<file path="src/rtl/hazard_pkg.sv">
// Shared types and constants for the pipeline hazard controller.
package hazard_pkg;

    // Controller state.
    typedef enum logic [1:0] {
        RUN      = 2'd0,
        LU_STALL = 2'd1,
        MEM_WAIT = 2'd2,
        HALTED   = 2'd3
    } hz_state_t;

    // Action chosen for the current cycle after priority resolution.
    typedef enum logic [3:0] {
        ACT_IDLE    = 4'd0,
        ACT_HALTED  = 4'd1,
        ACT_HALT    = 4'd2,
        ACT_WAIT    = 4'd3,
        ACT_RELEASE = 4'd4,
        ACT_FLUSH   = 4'd5,
        ACT_LU      = 4'd6,
        ACT_JUMP    = 4'd7,
        ACT_IMISS   = 4'd8
    } hz_act_t;

    // Pipeline latch indices into flush/freeze.
    localparam int IFID  = 0;
    localparam int IDEX  = 1;
    localparam int EXMEM = 2;
    localparam int MEMWB = 3;

    // Width of the remaining-bubble counter (at most 2 extra bubbles).
    localparam int BUB_W = 2;

endpackage : hazard_pkg

</file>
<file path="src/rtl/hazard_perf_counter.sv">
// Saturating event counter: sticks at all-ones instead of wrapping.
module hazard_perf_counter #(
    parameter int CNT_W = 32
) (
    input  logic             CLK,
    input  logic             RST,
    input  logic             inc,
    output logic [CNT_W-1:0] count
);

    // Count qualified events, saturating at the maximum value.
    always_ff @(posedge CLK) begin
        // NOTE: sequential state uses non-blocking assignment so every register samples pre-edge values.
        if (RST) begin
            count <= '0;
        end else if (inc && (count != '1)) begin
            count <= count + CNT_W'(1);
        end
    end

endmodule : hazard_perf_counter

</file>
<file path="src/rtl/hazard_ctrl_unit.sv">
// Stateful pipeline hazard controller: load-use bubbles, dcache-miss wait,
// deferred mispredict flush, sticky halt and saturating perf counters.
module hazard_ctrl_unit
    import hazard_pkg::*;
#(
    parameter int NSTAGES    = 5,
    parameter int REG_W      = 5,
    parameter int LU_BUBBLES = 1,
    parameter int CNT_W      = 32
) (
    input  logic               CLK,
    input  logic               RST,
    input  logic [REG_W-1:0]   rs_id,
    input  logic [REG_W-1:0]   rt_id,
    input  logic               rs_used,
    input  logic               rt_used,
    input  logic               memread_ex,
    input  logic [REG_W-1:0]   rd_ex,
    input  logic               jump_id,
    input  logic               mispredict_ex,
    input  logic               ihit,
    input  logic               dmem_req,
    input  logic               dhit,
    input  logic               halt_wb,
    output logic [NSTAGES-2:0] flush,
    output logic [NSTAGES-2:0] freeze,
    output logic               pc_en,
    output logic               halted,
    output logic [CNT_W-1:0]   stall_cnt,
    output logic [CNT_W-1:0]   flush_cnt
);

    localparam int L = NSTAGES - 1;

    hz_state_t          state;
    hz_state_t          state_nxt;
    logic [BUB_W-1:0]   bub_cnt;
    logic [BUB_W-1:0]   bub_nxt;
    logic               pend_flush;
    logic               pend_nxt;
    hz_act_t            act;
    logic               hz;
    logic [L-1:0]       flush_raw;
    logic [L-1:0]       freeze_int;
    logic               flush_evt;
    logic               stall_inc;

    // Load-use hazard: the load in EX writes a register the ID instruction reads.
    assign hz = memread_ex && (rd_ex != '0) &&
                ((rs_used && (rs_id == rd_ex)) || (rt_used && (rt_id == rd_ex)));

    // Resolve this cycle's action in priority order.
    always_comb begin
        // NOTE: every combinational output gets a default first so no path infers a latch.
        act = ACT_IDLE;
        if (state == HALTED) begin
            act = ACT_HALTED;
        end else if (halt_wb) begin
            act = ACT_HALT;
        end else if (state == MEM_WAIT) begin
            act = dhit ? ACT_RELEASE : ACT_WAIT;
        end else if (dmem_req && !dhit) begin
            act = ACT_WAIT;
        end else if (pend_flush || mispredict_ex) begin
            act = ACT_FLUSH;
        end else if ((state == LU_STALL) || hz) begin
            act = ACT_LU;
        end else if (jump_id) begin
            act = ACT_JUMP;
        end else if (!ihit) begin
            act = ACT_IMISS;
        end
    end

    // State register with remaining-bubble count and deferred flush flag.
    always_ff @(posedge CLK) begin
        if (RST) begin
            state      <= RUN;
            bub_cnt    <= '0;
            pend_flush <= 1'b0;
        end else begin
            state      <= state_nxt;
            bub_cnt    <= bub_nxt;
            pend_flush <= pend_nxt;
        end
    end

    // Next-state logic driven by the resolved action.
    always_comb begin
        state_nxt = state;
        bub_nxt   = bub_cnt;
        pend_nxt  = pend_flush;
        case (act)
            ACT_HALTED, ACT_HALT: begin
                state_nxt = HALTED;
            end
            ACT_WAIT: begin
                // A mispredict seen while the pipe is held is replayed once released.
                state_nxt = MEM_WAIT;
                if (mispredict_ex) pend_nxt = 1'b1;
            end
            ACT_RELEASE: begin
                // Resume an interrupted load-use stall; bub_cnt was left untouched.
                state_nxt = (bub_cnt != '0) ? LU_STALL : RUN;
                if (mispredict_ex) pend_nxt = 1'b1;
            end
            ACT_FLUSH: begin
                state_nxt = RUN;
                bub_nxt   = '0;
                pend_nxt  = 1'b0;
            end
            ACT_LU: begin
                if (state == LU_STALL) begin
                    bub_nxt   = bub_cnt - BUB_W'(1);
                    state_nxt = (bub_cnt == BUB_W'(1)) ? RUN : LU_STALL;
                end else if (LU_BUBBLES > 1) begin
                    bub_nxt   = BUB_W'(LU_BUBBLES - 1);
                    state_nxt = LU_STALL;
                end
            end
            default: begin
                state_nxt = state;
            end
        endcase
    end

    // Output decode: per-latch flush/freeze, PC enable and event strobes.
    always_comb begin
        flush_raw  = '0;
        freeze_int = '0;
        pc_en      = 1'b1;
        flush_evt  = 1'b0;
        case (act)
            ACT_HALTED, ACT_HALT, ACT_WAIT: begin
                freeze_int = '1;
                pc_en      = 1'b0;
            end
            ACT_FLUSH: begin
                flush_raw[IFID] = 1'b1;
                flush_raw[IDEX] = 1'b1;
                flush_evt       = 1'b1;
            end
            ACT_LU: begin
                freeze_int[IFID] = 1'b1;
                flush_raw[IDEX]  = 1'b1;
                pc_en            = 1'b0;
            end
            ACT_JUMP: begin
                flush_raw[IFID] = 1'b1;
                flush_evt       = 1'b1;
            end
            ACT_IMISS: begin
                flush_raw[IFID] = 1'b1;
                pc_en           = 1'b0;
            end
            default: begin
                pc_en = 1'b1;
            end
        endcase
    end

    // A held latch is never cleared in the same cycle.
    assign freeze    = freeze_int;
    assign flush     = flush_raw & ~freeze_int;
    assign halted    = (state == HALTED);
    assign stall_inc = !pc_en && (state != HALTED);

    hazard_perf_counter #(.CNT_W(CNT_W)) u_stall_cnt (
        .CLK   (CLK),
        .RST   (RST),
        .inc   (stall_inc),
        .count (stall_cnt)
    );

    hazard_perf_counter #(.CNT_W(CNT_W)) u_flush_cnt (
        .CLK   (CLK),
        .RST   (RST),
        .inc   (flush_evt),
        .count (flush_cnt)
    );

endmodule : hazard_ctrl_unit

</file>
<file path="config.mk">
export PLATFORM = sky130hd
export DESIGN_NAME = hazard_ctrl_unit
export DESIGN_NICKNAME = d
export VERILOG_FILES = /design/src/rtl/hazard_pkg.sv /design/src/rtl/hazard_perf_counter.sv /design/src/rtl/hazard_ctrl_unit.sv
export SDC_FILE = /design/constraint.sdc
export NUM_CORES = 1
export LEC_CHECK = 0
export CELL_PAD_IN_SITES_DETAIL_PLACEMENT = 2
export CELL_PAD_IN_SITES_GLOBAL_PLACEMENT = 2
export CORE_MARGIN = 3
export CORE_UTILIZATION = 28
export DETAILED_ROUTE_END_ITERATION = 10
export PLACE_DENSITY = 0.86
export SLEW_MARGIN = 10
export SYNTH_ARGS = -nofsm -noshare
export SYNTH_HDL_FRONTEND = slang
export SYNTH_SLANG_ARGS = --single-unit
</file>
<file path="constraint.sdc">
create_clock -name CLK -period 4.35 [get_ports CLK]
set_clock_uncertainty 0.2 [all_clocks]
set_input_delay 0.87 -clock CLK [delete_from_list [all_inputs] [get_ports CLK]]
set_output_delay 0.87 -clock CLK [all_outputs]
set_load 0.01 [all_outputs]
</file>
# Word-level counts from Yosys, hierarchy flattened
# Cells that the tools add are included.
# word_totals
regBits,69
in_bits,26
out_inout_bits,74
wordCells,80
# classes
add_sub_neg,3
n_eq_ne,19
n_mux,23
bitwise,2
reduce_logical,28
# op_table
op,count
$add 32x1->32 const B,2
$ne 32x32->1 const B,2
$mux 4,8
$eq 4x3->1 const B,4
$eq 5x5->1,2
$pmux 2 s5,1
$reduce_bool 5->1,2
$eq 4x2->1 const B,2
$logic_and 1x1->1,8
$mux 1,8
$reduce_or 2->1,4
$mux 3,2
$reduce_and 2->1,3
$reduce_bool 2->1,3
$reduce_or 3->1,2
$reduce_or 5->1,1
$and 2x4->4,1
$eq 2x1->1 const B,2
$eq 2x2->1 const B,2
$eq 4x1->1 const B,1
$eq 4x4->1 const B,1
$mux 2,2
$ne 2x2->1 const B,2
$not 4->4,1
other kinds (7),9

# Logic depth before layout (Yosys ltp)
# depth
word_depth,16
ltp_mapped,11
ltp_nobuf,8

# Modules after synthesis
# From an unflattened synthesis, not the netlist that was laid out.
# hier_totals
hier_cells,499
hier_area_um2,4075.2
# modules_own_cells
mod,instances,cells_each,area_per_inst_um2,seq_area_each_um2
hazard_perf_counter,2,199,1674.1,640.6
hazard_ctrl_unit,1,101,726.9,100.1

# Worst setup path before layout
# Ideal clock, no wire load.
# synth_path
kind,input-to-reg
start,in rd_ex[1]
end,reg u_stall_cnt.count[6]
setup_time_ps,121
t_arrival_ps,3245
t_required_ps,4029
setup_slack_ps,785
path_stages,10
path_buffers,2
path_cell_list,or4_1 > o21a_1 > o2111a_1 > a22oi_4 > o2111ai_2 > a31o_1 > buf_6 > buf_6 > nor4_1 > mux2_2
# synth_via
elab_chain_cells,15
elab_cells_between_ends,23
classes_between,eq/ne (7); mux (6); reduce/logical (10)
# synth_rtl
item,line,rtl
from (decl),hazard_ctrl_unit.sv:18,"input logic [REG_W-1:0] rd_ex,"
$eq 5x5->1,hazard_ctrl_unit.sv:50,((rs_used && (rs_id == rd_ex)) || (rt_used && (rt_id == rd_ex)));
$logic_and 1x1->1,hazard_ctrl_unit.sv:50,
$logic_or 1x1->1,hazard_ctrl_unit.sv:50,
$logic_and 1x1->1 (*),hazard_ctrl_unit.sv:49,assign hz = memread_ex && (rd_ex != '0) &&
$logic_or 1x1->1 (*),hazard_ctrl_unit.sv:66,end else if ((state == LU_STALL) || hz) begin
$mux 4 (*),hazard_ctrl_unit.sv:66,
$mux 4 (*),hazard_ctrl_unit.sv:64,end else if (pend_flush || mispredict_ex) begin
$mux 4 (*),hazard_ctrl_unit.sv:62,end else if (dmem_req && !dhit) begin
$mux 4 (*),hazard_ctrl_unit.sv:60,end else if (state == MEM_WAIT) begin
$mux 4 (*),hazard_ctrl_unit.sv:58,end else if (halt_wb) begin
$mux 4 (*),hazard_ctrl_unit.sv:56,if (state == HALTED) begin
"$eq 4x1->1, or another cell as far along",hazard_ctrl_unit.sv:133,case (act)
$reduce_or 5->1 (no source line) (*),n/a,
$logic_and 1x1->1 (*),hazard_ctrl_unit.sv:166,assign stall_inc = !pc_en && (state != HALTED);
$logic_and 1x1->1 (*),hazard_perf_counter.sv:16,end else if (inc && (count != '1)) begin
to (signal assigned),hazard_perf_counter.sv:17,count <= count + CNT_W'(1);
to (decl),hazard_perf_counter.sv:8,output logic [CNT_W-1:0] count
# Mark *: on every way between the ends. The rest lies on a longest branch, timed or not.
# A chain may end at the register's enable or synchronous reset.

# Worst setup path in the final report
# layout_path
start,in rd_ex[1]
end,out flush[1]
# layout_via
elab_chain_cells,16
elab_cells_between_ends,26
classes_between,eq/ne (7); mux (8); bitwise (2); reduce/logical (9)
# layout_rtl
item,line,rtl
$eq 5x5->1,hazard_ctrl_unit.sv:50,
$logic_and 1x1->1,hazard_ctrl_unit.sv:50,
$logic_or 1x1->1,hazard_ctrl_unit.sv:50,
$logic_and 1x1->1 (*),hazard_ctrl_unit.sv:49,
$logic_or 1x1->1 (*),hazard_ctrl_unit.sv:66,
$mux 4 (*),hazard_ctrl_unit.sv:66,
$mux 4 (*),hazard_ctrl_unit.sv:64,
$mux 4 (*),hazard_ctrl_unit.sv:62,
$mux 4 (*),hazard_ctrl_unit.sv:60,
$mux 4 (*),hazard_ctrl_unit.sv:58,
$mux 4 (*),hazard_ctrl_unit.sv:56,
$eq 4x1->1 or $eq 4x2->1 (tied branches),hazard_ctrl_unit.sv:133,
$reduce_or 3->1,n/a,
$mux 3,hazard_ctrl_unit.sv:133,
$not 4->4,hazard_ctrl_unit.sv:164,assign flush = flush_raw & ~freeze_int;
$and 2x4->4 (*),hazard_ctrl_unit.sv:164,
to (decl),hazard_ctrl_unit.sv:25,"output logic [NSTAGES-2:0] flush,"
# Marked as above.

==> metrics.md <==
| Metric | Value |
|---|---|
| Core Util, Final | about two fifths |
| Fmax | 234 MHz |
| MaxCap Viol Count | 0 |
| Yosys warnings | 0 |
| Total die area | 15600 um^2 |
| Post-Synthesis Cells | approximately 500 |
| Synth top area share | roughly a third |
| GRT overflow | 0 |
| Worst R2R End | u_flush_cnt.count[31] |
| Total clock buffers created by CTS | 9 |
| Final Max Tran Viols | 0 |
| Worst-Margin Slew | 682 ps |
| Core Rows | 42 |
| Chip Height | 125 um |
| Pwr Density | 303 nW/um^2 |
| Placed insts | between 700 and 800 |
| WL/cell | ~19 um |
| Clk pin slew, worst setup/hold paths | 50 ps |
| Synthesized area per cell | 7.87 um^2 |
| Tmin final | 4270 ps |
| Number of global-route vias before repair | 4661 |
| DR pass1 iterations | 4 |
| Crit Path Category | primary input to output port |
| Clk_lat worst skew | roughly 340 ps |
| R2R Path Start | u_flush_cnt.count[6] |
| First-pass GRT wire length | 24300 um |
| CP Data Required Time | 3280 ps |
| Seq/Total Area, Yosys | 34.9% |
| Flops & latches, synth | 69 |
| Via count | ~4300 |
| H-tree Lvls | 3 |
| # DRC | 0 |
| CP Capture Type | output port |
| Cell with the most instances after synthesis | dfxtp_1 |
| Outcome | completed |
| Root buf cell | clkbuf_16 |
| Clock sinks | between 60 and 70 |
| Layout Nets | 631 |
| Setup-failing EPs final | 0 |
| Diode count | 0 |
| CP max FO | 4 |
| Worst path max stage delay | about 560 ps |
| Worst Hold Class | flop to flop |
| Io pins | 100 |
| Async SR Flop Fraction | 0% |
| Hold path cells | 2 |
| Final hold vios | 0 |
| CTS Buffer Depth | 2 |
| Global-route usage over all layers | approximately a fifth |
| Relative slew slack | 54.1% |
| Number of buffers added on ports | 97 |
| Initial Util | 29.3% |
| Synth cell count leaders | 69 x dfxtp_1, 59 x a21oi_1, 35 x or4_1, 33 x nand2_1, 33 x o31ai_1 |
| Synthesized area | 3950 um^2 |
| Layout area overhead | 39.5% |
| Wirelength, routed | 14700 um |
| CP Launch Type | primary input |
| R2R setup slack | 1230 ps |
| Synth unique cells | 47 |
| Hold endpoint | bub_cnt[1] |
| Core region area | around 14000 um^2 |
| Initial antenna violation count | 0 |
| CTS tree | done |
| Vias/cell | 5.55 |
| Setup TNS Final | 0 ps |
| HPWL after detailed placement | approximately 11000 um |
| Worst path cell trace | clkdlybuf4s50_1 > or4_4 > o21a_4 > o2111a_1 > a22oi_4 > nand2_1 > o21a_1 > o21a_1 > dlygate4sd2_1 |
| Leak | 1.84 nW |
| Post-Layout Cell Count | around 800 |
| Cell taking the most area after synthesis | dfxtp_1 |
| Hold_sp | bub_cnt[1] |
| CP max stage cell | or4_4 |
| Worst VDD drop | 0.149 mV |
| Post-synth EDFFs | 0 |
| Arr. time, crit path | ~3200 ps |
| Ys flop type | dfxtp_1 |
| 1st-iter DRT viols | between 150 and 200 |
| Final ANT Viol Nets | 0 |
| Synth top area cells | dfxtp_1 35%, a21oi_1 7.5%, or4_1 6.6% |
| Most used cell, CP | o21a_1 |
| Hold_ws | 281 ps |
| Largest net degree at the start of global routing | 39 |
| Gpl congestion | 0.896 |
| Layout cells sized above 1 | 9.77% |
| Period Utilization, post-route | 98.2% |
| Chip width | 125 um |
| Worst Reg-to-Reg Cells | 9 |
==> critical path, delay by kind of cell <==
kind / cells / cell delay, ps
AND/OR/NAND/NOR: 2 / 660
AO/OA/AOI/OAI: 5 / 930
buffers and inverters: 2 / 740
==> metal layers <==
layer / track usage [%] / vias up / part of all wire, %
li1: - / 2095 / -
met1: 23.2 / 2139 / 45
met2: 32.3 / 84 / 50
met3: 4.93 / 10 / 4.0
met4: 4.53 / 0 / 0.81
met5: 0 / - / 0
==> final cells by class <==
type / count / area, um^2
clock buffers: 12 / 236
repair buffers: 122 / 1170
well taps: 176 / 220
inverters: 17 / 63.8
flip-flops and latches: 69 / 1380
fillers: 1547 / 7990
clock inverters: 2 / 60.1
multi-input cells: 382 / 2380
==> logic make-up after synthesis <==
group                      after synthesis  share of synthesized area (%)
xor gates and xnor gates                11                           2.44
and+or+nand+nor                        219                           31.3
adders and majority gates                4                           1.27
AOI/OAI and AO/OA                      136                           21.4
other                                    1                         0.0949
buffers and inverters                   52                           5.76
muxes                                   10                           2.82
DFF                                     69                           34.9
==> where the power goes <==
part	internal [mW]	switching, mW	leakage (nW)
logic	0.109	0.140	1.14
registers	0.641	0.0128	0.557
clock network	0.496	0.270	0.143
==> how the worst max path moves through the flow <==
stage | from | to | slack, ps | cells past startpoint
after global routing | rd_ex[1] | flush[1] | -4 | 9
final | rd_ex[1] | flush[1] | 80 | 9
after detailed placement | rd_ex[2] | pc_en | -160 | 10
after CTS | rd_ex[1] | freeze[0] | 0.2 | 11
after floorplan | rd_ex[1] | u_stall_cnt.count[6] | 780 | 10
after global placement | rd_ex[2] | pc_en | -70 | 10
==> registers in the layout, indices dropped and copies added (netlist names) <==
name,flops
bub_cnt,2
u_flush_cnt.count,32
state,2
u_stall_cnt.count,32
pend_flush,1
==> what timing repair did <==
action / CTS / global route
hold buffers: 0 / 0
gates resized for setup: 4 / 7
gates cloned: 0 / 0
setup buffers: 0 / 2
pin swaps: 0 / 4
endpoints found under the setup margin: 3 / 4
==> placed cells by master (no fill, tap or decap), types with 2 or more instances in the layout <==
cell type        count
clkdlybuf4s50_1     91
dfxtp_1             69
a21oi_1             59
or4_1               34
o31ai_1             33
nand2_1             32
nor2_1              27
nand3_1             27
buf_4               24
nand4_1             23
o21ai_0             23
or3_1               19
inv_1               17
and3_1              13
nor2b_1             10
xnor2_1             10
mux2_2               9
clkbuf_16            9
nor3_1               8
nor4_1               8
and4_1               5
nand2b_1             4
o21a_1               4
ha_1                 4
or2_2                3
clkbuf_1             3
dlymetal6s2s_1       3
and2_1               2
o31a_1               2
conb_1               2
bufinv_16            2
dlygate4sd2_1        2
==> per-stage QoR <==
step / total power [mW] / worst slack (ps) / instance area (um^2)
2_1_floorplan: 0.800 / 785 / 3960
3_3_place_gp: 0.898 / -70.7 / 5170
3_5_place_dp: 0.910 / -157 / 5170
4_1_cts: 1.68 / 0.195 / 5470
5_1_grt: 1.74 / -3.66 / 5510
6_report: 1.67 / 79.5 / 5510
No activity file was read; power rests on OpenSTA's default activity.
